<file path="config.mk">
export PLATFORM = sky130hd
export DESIGN_NAME = rom_read_arbiter
export DESIGN_NICKNAME = d
export VERILOG_FILES = /design/src/rtl/rom_read_arbiter.sv
export SDC_FILE = /design/constraint.sdc
export NUM_CORES = 1
export LEC_CHECK = 0
export CAP_MARGIN = 20
export CORE_MARGIN = 3
export CORE_UTILIZATION = 37
export DETAILED_ROUTE_END_ITERATION = 7
export MAX_ROUTING_LAYER = met4
export PLACE_DENSITY = 0.95
export SLEW_MARGIN = 20
export SYNTH_ARGS = -nofsm -noshare
export SYNTH_HDL_FRONTEND = slang
export SYNTH_SLANG_ARGS = --single-unit
export TNS_END_PERCENT = 1
</file>
<file path="constraint.sdc">
create_clock -name clk -period 5.8 [get_ports clk]
set_clock_uncertainty 0.15 [all_clocks]
set_input_delay 1.16 -clock clk [delete_from_list [all_inputs] [get_ports clk]]
set_output_delay 1.16 -clock clk [all_outputs]
set_load 0.005 [all_outputs]
</file>
<file path="src/rtl/rom_read_arbiter.sv">
// Round-robin arbiter that shares one ROM read port between NUM_REQ burst requesters.
// Read data is returned with the owner id and a per-requester completion pulse.
module rom_read_arbiter #(
    parameter  int DATA_WIDTH  = 64,
    parameter  int DATA_DEPTH  = 256,
    parameter  int NUM_REQ     = 4,
    parameter  int LEN_WIDTH   = 9,
    parameter  int ROM_LATENCY = 1,
    localparam int ADDR_WIDTH  = $clog2(DATA_DEPTH),
    localparam int ID_WIDTH    = $clog2(NUM_REQ)
) (
    input  logic                          clk,
    input  logic                          rst,
    input  logic [NUM_REQ-1:0]            req,
    input  logic [NUM_REQ*ADDR_WIDTH-1:0] base_addr,
    input  logic [NUM_REQ*LEN_WIDTH-1:0]  burst_len,
    output logic [NUM_REQ-1:0]            gnt,
    output logic                          busy,
    output logic                          rom_r_en,
    output logic [ADDR_WIDTH-1:0]         rom_addr,
    input  logic [DATA_WIDTH-1:0]         rom_data,
    output logic [DATA_WIDTH-1:0]         rd_data,
    output logic                          rd_valid,
    output logic [ID_WIDTH-1:0]           rd_id,
    output logic [NUM_REQ-1:0]            done
);

    typedef enum logic [1:0] {IDLE, ISSUE, DRAIN} state_t;

    typedef struct packed {
        logic                valid;
        logic                last;
        logic [ID_WIDTH-1:0] id;
    } pipe_t;

    state_t                state;
    logic [ID_WIDTH-1:0]   rr_ptr;
    logic [ID_WIDTH-1:0]   cur_id;
    logic [LEN_WIDTH-1:0]  remaining;
    logic                  zero_len;
    logic                  issue_last;

    logic [ADDR_WIDTH-1:0] base_slot [NUM_REQ];
    logic [LEN_WIDTH-1:0]  len_slot  [NUM_REQ];
    logic                  pick_valid;
    logic [ID_WIDTH-1:0]   pick_id;
    logic [ADDR_WIDTH-1:0] next_addr;

    pipe_t                 pipe_in;
    pipe_t                 pre_out;
    pipe_t                 pipe_out;
    pipe_t                 pipe_q [ROM_LATENCY];

    function automatic logic [NUM_REQ-1:0] onehot(input logic [ID_WIDTH-1:0] id);
        logic [NUM_REQ-1:0] v;
        v     = '0;
        v[id] = 1'b1;
        return v;
    endfunction

    always_comb begin
        for (int i = 0; i < NUM_REQ; i++) begin
            base_slot[i] = base_addr[i*ADDR_WIDTH +: ADDR_WIDTH];
            len_slot[i]  = burst_len[i*LEN_WIDTH +: LEN_WIDTH];
        end
    end

    // Search starts just after the last winner, so the previous owner ends up last in line.
    // NOTE: every always_comb output gets a default before any condition, so no latch can be inferred.
    always_comb begin
        logic [ID_WIDTH-1:0] idx;
        pick_valid = 1'b0;
        pick_id    = '0;
        idx        = '0;
        for (int k = 1; k <= NUM_REQ; k++) begin
            idx = ID_WIDTH'((int'(rr_ptr) + k) % NUM_REQ);
            if (!pick_valid && req[idx]) begin
                pick_valid = 1'b1;
                pick_id    = idx;
            end
        end
    end

    assign next_addr = (rom_addr == ADDR_WIDTH'(DATA_DEPTH - 1)) ? '0 : rom_addr + 1'b1;

    assign pipe_in  = '{valid: rom_r_en, last: issue_last, id: (rom_r_en ? cur_id : '0)};
    assign pipe_out = pipe_q[ROM_LATENCY-1];

    // done is registered alongside the final pipe stage, so it looks one stage upstream.
    generate
        if (ROM_LATENCY == 1) begin : g_pre_lat1
            assign pre_out = pipe_in;
        end else begin : g_pre_latn
            assign pre_out = pipe_q[ROM_LATENCY-2];
        end
    endgenerate

    // NOTE: the latency pipe is reset because it carries valid bits; a pure data store would not need it.
    always_ff @(posedge clk) begin
        if (rst) begin
            for (int i = 0; i < ROM_LATENCY; i++) pipe_q[i] <= '0;
        end else begin
            pipe_q[0] <= pipe_in;
            for (int i = 1; i < ROM_LATENCY; i++) pipe_q[i] <= pipe_q[i-1];
        end
    end

    assign rd_valid = pipe_out.valid;
    assign rd_id    = pipe_out.id;
    assign rd_data  = rom_data;

    // NOTE: sequential state uses non-blocking assignments so every register samples pre-edge values.
    always_ff @(posedge clk) begin
        if (rst) begin
            state      <= IDLE;
            rr_ptr     <= ID_WIDTH'(NUM_REQ - 1);
            cur_id     <= '0;
            remaining  <= '0;
            zero_len   <= 1'b0;
            issue_last <= 1'b0;
            gnt        <= '0;
            busy       <= 1'b0;
            rom_r_en   <= 1'b0;
            rom_addr   <= '0;
            done       <= '0;
        end else begin
            gnt  <= '0;
            done <= (pre_out.valid && pre_out.last) ? onehot(pre_out.id) : '0;
            case (state)
                IDLE: begin
                    if (pick_valid) begin
                        cur_id    <= pick_id;
                        rr_ptr    <= pick_id;
                        gnt       <= onehot(pick_id);
                        busy      <= 1'b1;
                        rom_addr  <= base_slot[pick_id];
                        remaining <= len_slot[pick_id];
                        if (len_slot[pick_id] == '0) begin
                            zero_len <= 1'b1;
                            state    <= DRAIN;
                        end else begin
                            zero_len   <= 1'b0;
                            rom_r_en   <= 1'b1;
                            issue_last <= (len_slot[pick_id] == LEN_WIDTH'(1));
                            state      <= ISSUE;
                        end
                    end
                end
                ISSUE: begin
                    if (remaining > LEN_WIDTH'(1)) begin
                        remaining  <= remaining - 1'b1;
                        rom_addr   <= next_addr;
                        issue_last <= (remaining == LEN_WIDTH'(2));
                    end else begin
                        rom_r_en   <= 1'b0;
                        issue_last <= 1'b0;
                        state      <= DRAIN;
                    end
                end
                DRAIN: begin
                    // Leave once the final word (or the zero-length done) has been presented.
                    if ((pipe_out.valid && pipe_out.last) || (zero_len && done != '0)) begin
                        busy     <= 1'b0;
                        zero_len <= 1'b0;
                        state    <= IDLE;
                    end else if (zero_len) begin
                        done <= onehot(cur_id);
                    end
                end
                default: state <= IDLE;
            endcase
        end
    end

endmodule
</file>
==> metrics.txt, run 1 <==
post-synthesis register bit count 39; Period minus WS final between 4 and 5 ns; post-cts resize count 0; # setup viols final 0; Seq pwr share 28.7%; grt ovf 0; WP data arrival between 4 and 5 ns; Crit. path cell count 8; Final Hold Viols 0; final slew viol count 0; Initial Util around two fifths; GPL Wtd Cong slightly above 0.9; cells after synthesis roughly 360; # Post-CTS Setup Buffers 0; combinational power share 57.2%; Die W between 90 and 100 µm; leakage around 1.4 nW; Max stage delay on crit path roughly 0.77 ns; routed wire length 8.11 mm; antenna violations before repair 0; critical path launch point req[3]; Worst Reg2Reg Path Length in Cells 7; Die Y around 96 µm; share of post-route cells with drive strength above 1 between 8 and 9%; vias per std cell 5.69; Required @ worst endpoint roughly 5.8 ns; Power Internal slightly below 0.9 mW; Setup Total Neg Slack 0 ns; clock slew at the register clock pins of the worst setup and hold paths about 0.070 ns; Sequential cell area approximately 780 µm²; CP endpoint kind register; Power Density about 430 nW/µm²; Synth Flop Type dfxtp_1; Critical Setup Path Class in -> reg; Crit path max-delay family compound AO/OA/AOI/OAI gates; Clk pwr share ~14%; Setup crit start kind input pin; clock root cell clkbuf_8; RSZ-0062 raised after global routing false; cells along the critical path clkdlybuf4s50_1 -> nand2b_1 -> o21ai_2 -> a211oi_4 -> mux4_1 -> nor4_4 -> nand3b_4 -> a22o_1; Syn. warnings 0; Seq/Total Area, Yosys between 20% and 30%; Final period util about three quarters; status completed; Area Growth Syn to Fin 21.5%; Num Clock Sinks 39; CTS tree built; final non-filler cell total 479; clk buf depth 2; drt pass-1 iters 5; diode count 0; reg2reg end state[0]; Post-synth EDFFs 0; hold wc startpoint busy; Worst Max-Slew Pin Slew approximately 1.1 ns; drt first-iter violations around 220; switching share of power between 40% and 50%; DRC viols 0; buffers added on ports 94; Peak supply drop 0.185 mV; Crit Reg-Reg Startpoint rr_ptr[0]; slowest stage cell, crit path a211oi_4; Hold-fix buffers, CTS 0; CP Buf/Inv Count 1; Net Sw Power 0.670 mW; Inserted Clock Buffers 5; R2R setup slack approximately 2.5 ns; Cell Rows 32; maxcap violations 0; H-tree levels 2; synth unique cells 54; max_slew headroom a little over a quarter; min-delay worst type reg -> reg; Mapped Area about 3000 µm²; Worst Setup EP state[0]; largest net degree at the start of global routing 30; Syn Area/Cell 8.31 µm²; GRT Overall Usage between 10% and 20%; area of the multi-input gates about 1600 µm²; io pins roughly 220; first-pass GRT wire length between 10 and 15 mm; vias in the first global route about 2.5k; die area 9150 µm²; Net Count, Synth 500; FMAX between 0.2 and 0.25 GHz; # nets final slightly above 500; post-route ant nets 0; vias post-DR roughly 2.7k; Clk Latency, worst-skew pair ~0.29 ns; Cells after DPL 472; post-DP HPWL between 6 and 7 mm; Routed WL per cell ~17 µm; total core area about 7800 µm²; Max FO, Critical Path 17; share of flip-flops with an asynchronous set or reset 0%; fill count between 700 and 800
## worst min-delay path by stage
| stage | slack [ns] | end | cells after the start |
|---|---|---|---|
| 2_1_floorplan | 0.29 | done[2] | 1 |
| 3_3_place_gp | 0.32 | done[1] | 1 |
| 3_5_place_dp | 0.33 | done[1] | 1 |
| 4_1_cts | 0.35 | done[2] | 2 |
| 5_1_grt | 0.39 | done[1] | 2 |
| 6_report | 0.34 | busy | 2 |
## worst reg2reg max path, delay by kind of cell, from the launching register on
kind               cells  cell delay, ns
AOI/OAI and AO/OA      3            1.14
muxes                  1            0.73
DFF                    1            0.39
and+or+nand+nor        3            0.79
## synth_stat cells, drive strengths merged (2+ instances only)
library cell | count | area share, %
clkbuf | 15 | 1.9
nor2 | 26 | 3.3
a2bb2oi | 2 | 0.59
a21oi | 22 | 3.8
and2 | 5 | 1.1
dfxtp | 39 | 26
o2bb2ai | 2 | 0.59
o221ai | 2 | 0.59
a311oi | 2 | 0.80
nor2b | 10 | 2.1
o211ai | 2 | 0.50
nor4 | 8 | 2.7
o21ai | 28 | 4.8
nand2 | 24 | 3.0
ha | 4 | 1.7
a22oi | 4 | 1.0
a22o | 3 | 0.88
or3 | 2 | 0.42
nand3 | 4 | 0.67
nor3b | 3 | 0.76
buf | 71 | 18
a211oi | 17 | 4.5
and3 | 5 | 1.1
mux2i | 12 | 4.0
mux2 | 2 | 0.76
or4 | 2 | 0.50
nand2b | 3 | 0.63
nor3 | 11 | 2.0
inv | 7 | 0.88
mux4 | 8 | 6.3
## power by group through the flow
| stage | clock network, mW | registers [mW] | logic (mW) |
|---|---|---|---|
| floorplan | 0 | 0.418 | 0.658 |
| global placement | 0 | 0.442 | 0.842 |
| detailed placement | 0 | 0.447 | 0.871 |
| CTS | 0.221 | 0.442 | 0.876 |
| global route | 0.234 | 0.456 | 0.969 |
| finish | 0.219 | 0.446 | 0.888 |
## logic make-up (layout without fill, tap and decap cells)
kind of cell               count (synthesis)  after routing  synth area share [%]
and+or+nand+nor                          108            108                  19.9
buffers and inverters                     93            112                  20.6
AOI/OAI and AO/OA                         91             91                  20.2
DFF                                       39             39                  26.3
muxes                                     22             22                  11.1
adders and majority gates                  4              4                  1.68
xor gates and xnor gates                   1              1                 0.295
## metal layers
| layer | global-route usage, % | vias up | wire, µm |
|---|---|---|---|
| met1 | 21.4 | 1279 | 3080 |
| met2 | 28.4 | 153 | 4080 |
| met3 | 3.47 | 35 | 722 |
| li1 | - | 1259 | - |
| met5 | - | - | 0 |
| met4 | 6.28 | 0 | 228 |
## final cells by class
cell class              instances  share of cell area, %
multi-input cells             226                   44.3
inverters                       7                  0.727
repair buffers                 98                   26.9
flip-flops and latches         39                   21.6
well taps                     102                   3.53
clock buffers                   5                   1.90
clock inverters                 2                   1.04
## placed cells by master (no fill, tap or decap), types with 5 or more instances in the layout
cell type	instances
a211oi_1	15
a21oi_1	21
and2_1	5
and3_1	5
clkbuf_8	5
clkdlybuf4s50_1	94
dfxtp_1	39
inv_1	6
mux2i_1	12
mux4_2	6
nand2_1	24
nor2_1	26
nor2b_1	10
nor3_1	10
nor4_1	6
o21ai_0	18
o21ai_1	9
## through the flow
| step | setup slack, ns | total power [mW] | hold slack [ns] | utilization [%] | cell area (µm²) |
|---|---|---|---|---|---|
| after floorplan | 2.45 | 1.08 | 0.288 | - | 2970 |
| after global placement | 1.37 | 1.28 | 0.322 | 45.2 | 3510 |
| after detailed placement | 1.25 | 1.32 | 0.330 | 45.2 | 3510 |
| after CTS | 1.52 | 1.54 | 0.349 | 46.5 | 3610 |
| after global routing | 1.33 | 1.66 | 0.386 | 46.5 | 3610 |
| final | 1.54 | 1.55 | 0.343 | 46.5 | 3610 |
## registers in the layout, indices dropped and copies added (netlist names), 2 cells and up
name       count
rom_addr       8
gnt            4
remaining      9
pipe_q         4
rr_ptr         2
done           4
cur_id         2
state          2
Power figures use the tool's default switching activity.
==> inputs of run 2 (changes only) <==
--- a/config.mk
+++ b/config.mk
@@ -7,10 +7,10 @@
 export LEC_CHECK = 0
 export CAP_MARGIN = 20
 export CORE_MARGIN = 3
-export CORE_UTILIZATION = 37
+export CORE_UTILIZATION = 35
 export DETAILED_ROUTE_END_ITERATION = 7
 export MAX_ROUTING_LAYER = met4
-export PLACE_DENSITY = 0.95
+export PLACE_DENSITY = 0.94
 export SLEW_MARGIN = 20
 export SYNTH_ARGS = -nofsm -noshare
 export SYNTH_HDL_FRONTEND = slang
==> constraint.sdc (replaced) <==
create_clock -name clk -period 4.3 [get_ports clk]
set_clock_uncertainty 0.15 [all_clocks]
set_input_delay 0.86 -clock clk [delete_from_list [all_inputs] [get_ports clk]]
set_output_delay 0.86 -clock clk [all_outputs]
set_load 0.005 [all_outputs]
==> run 2 against run 1 <==
Against the previous run: wire length increased by 1.3%; sequential cell count stayed put; non-clock buffer count up 3; register-to-register slack got worse by 1.1 ns; highest routed layer unchanged; cell area increased by 1.8%; via count is 0.77% higher; combinational power grew 36%; sequential share of layout area decreased by 0.38 points; first-iteration DRC count fell by 19%; utilization shrank 0.35 points; critical path depth is the same; sequential power rose by 35%.
==> metrics.txt, run 2 (synthesized netlist as in run 1, its figures left out) <==
status completed (unchanged); Hold-fix buffers, CTS 0 (unchanged); Inserted Clock Buffers 5 (unchanged); vias post-DR 2747 (was 2726); slowest stage cell, crit path a211oi_4 (unchanged); most frequent cells in the layout 94 x clkdlybuf4s50_1, 39 x dfxtp_1, 26 x nor2_1, 24 x nand2_1, 21 x a21oi_1 (unchanged); hold wc startpoint cur_id[0] (was busy); Power Internal 1.27 mW (was 0.883 mW); H-tree levels 2 (unchanged); vias per std cell 5.69 (about the same); drt pass-1 iters 5 (unchanged); post-DP HPWL 6.46 mm (was 6.25 mm); vias in the first global route 2617 (was 2506); drt first-iter violations 174 (was 216); CP endpoint kind register (unchanged); Area Growth Syn to Fin 23.7% (was 21.5%); Setup Total Neg Slack 0 ns (unchanged); # Post-CTS Setup Buffers 0 (unchanged); Clk Latency, worst-skew pair 0.30 ns (was 0.29 ns); buffers added on ports 94 (unchanged); Crit Reg-Reg Startpoint rr_ptr[0] (unchanged); total core area 7970 µm² (was 7770 µm²); combinational power share 55.4% (was 57.2%); # nets final 522 (was 519); Final period util 84.6%; Num Clock Sinks 39 (unchanged); GRT Overall Usage 17.3% (was 17.4%); share of post-route cells with drive strength above 1 9.45% (was 8.49%); clk buf depth 2 (unchanged); Cells after DPL 475 (was 472); GPL Wtd Cong 0.917 (was 0.936); Peak supply drop 0.244 mV (was 0.185 mV); switching share of power 41.7% (was 43.1%); Die W 98.2 µm (was 95.7 µm); io pins 223 (unchanged); Initial Util 37.3% (was 38.3%); Util after Layout 46.2% (was 46.5%); final non-filler cell total 483 (was 479); # setup viols final 0 (unchanged); clock slew at the register clock pins of the worst setup and hold paths 0.08 ns (was 0.07 ns); die area 9640 µm² (was 9150 µm²); diode count 0 (unchanged); Sequential cell area 781 µm² (unchanged); FMAX about 0.27 GHz; grt ovf 0 (unchanged); largest net degree at the start of global routing 31 (was 30); max_slew headroom 39.1% (was 26.4%); Reg with most FFs remaining (unchanged); Clk pwr share 17.0% (was 14.1%); Required @ worst endpoint 4.35 ns (was 5.83 ns); routed wire length 8.22 mm (was 8.11 mm); Hold EP done[2] (was busy); area of the multi-input gates 1600 µm² (unchanged); Max stage delay on crit path 0.61 ns (was 0.77 ns); Die Y 98.2 µm (was 95.7 µm); final slew viol count 0 (unchanged); min-delay worst type reg -> reg (unchanged); Worst Max-Slew Pin Slew 0.905 ns (was 1.10 ns); commonest non-fill, non-tap cell in the layout clkdlybuf4s50_1 (unchanged); Seq pwr share 27.6% (was 28.7%); Worst Reg2Reg Path Length in Cells 8 (was 7); Max FO, Critical Path 11 (was 17); leakage 1.39 nW (was 1.35 nW); RSZ-0062 raised after global routing false (unchanged); hold depth 1 (was 2); Crit path max-delay family compound AO/OA/AOI/OAI gates (unchanged); Routed WL per cell 17.0 µm (was 16.9 µm); Critical Setup Path Class in -> reg (unchanged); antenna violations before repair 0 (unchanged); Tot Pwr 2.18 mW (was 1.55 mW); post-route ant nets 0 (unchanged); clock root cell clkbuf_8 (unchanged); number of flip-flops in the largest register 9 (unchanged); R2R setup slack 1.36 ns (was 2.49 ns); Final Hold Viols 0 (unchanged); Period minus WS final roughly 3.6 ns; biggest regs remaining: 9 flops, rom_addr: 8 flops (unchanged); first-pass GRT wire length 13.2 mm (was 12.2 mm); CTS tree built (unchanged); CP Buf/Inv Count 2 (was 1); maxcap violations 0 (unchanged); Cell Rows 32 (unchanged); reg2reg end state[0] (unchanged); Net Sw Power 0.907 mW (was 0.670 mW); post-cts resize count 0 (unchanged); Setup crit start kind input pin (unchanged); WP data arrival 3.68 ns (was 4.29 ns); Power Density 592 nW/µm² (was 430 nW/µm²); DRC viols 0 (unchanged); fill count 718 (was 738); cells along the critical path clkdlybuf4s50_1 -> o21a_1 -> a211oi_4 -> buf_4 -> mux4_1 -> nor4_4 -> nand3b_4 -> a22o_1 (was clkdlybuf4s50_1 -> nand2b_1 -> o21ai_2 -> a211oi_4 -> mux4_1 -> nor4_4 -> nand3b_4 -> a22o_1)
-- run 2: changes by cell type in the layout (fill, tap and decap cells not counted), sizes merged --
cell / delta
buf: +3
bufinv: +1
-- run 2: area by class of cell --
| cell class | instances | area share [%] |
|---|---|---|
| Multi-Input combinational cell | 226 | 43.5 |
| Clock inverter | 3 | 1.84 |
| Tap cell | 102 | 3.47 |
| Sequential cell | 39 | 21.2 |
| Inverter | 7 | 0.714 |
| Clock buffer | 5 | 1.87 |
| Timing Repair Buffer | 101 | 27.3 |
-- run 2: power groups by stage --
stage	logic [mW]	clock network, mW	registers (mW)
after detailed placement	1.19	0	0.604
after floorplan	0.888	0	0.564
final	1.21	0.370	0.602
after CTS	1.20	0.373	0.598
after global routing	1.33	0.392	0.620
after global placement	1.16	0	0.596
-- run 2: metal layers --
| layer | wire length, µm | part of all wire [%] | track usage (%) |
|---|---|---|---|
| met1 | 3090 | 38 | 19.5 |
| met4 | 268 | 3.3 | 7.77 |
| met3 | 766 | 9.3 | 3.36 |
| met5 | 0 | 0 | - |
| met2 | 4100 | 50 | 29.7 |
-- run 2: per-stage QoR --
step	area, µm²	hold slack (ns)	setup slack [ns]
2_1_floorplan	2970	0.288	1.25
3_3_place_gp	3540	0.317	0.460
3_5_place_dp	3540	0.325	0.339
4_1_cts	3680	0.342	0.652
5_1_grt	3680	0.370	0.519
6_report	3680	0.346	0.662
-- run 2: worst max-delay path by stage --
| stage | depth (start not counted) | start | endpoint |
|---|---|---|---|
| 4_1_cts | 8 | req[1] | state[0] |
| 6_report | 8 | req[1] | state[0] |
| 2_1_floorplan | 8 | req[3] | state[0] |
| 3_5_place_dp | 8 | req[1] | state[0] |
| 3_3_place_gp | 8 | req[1] | state[0] |
| 5_1_grt | 8 | req[1] | state[0] |
-- run 2: worst reg2reg max path, cell delays in order (launching register included) --
cell      delay [ns]
dfxtp_1         0.38
nand2b_1        0.21
o21ai_2         0.10
a211oi_4        0.28
buf_12          0.23
mux4_1          0.68
nor4_4          0.41
nand3b_4        0.15
a22o_1          0.26
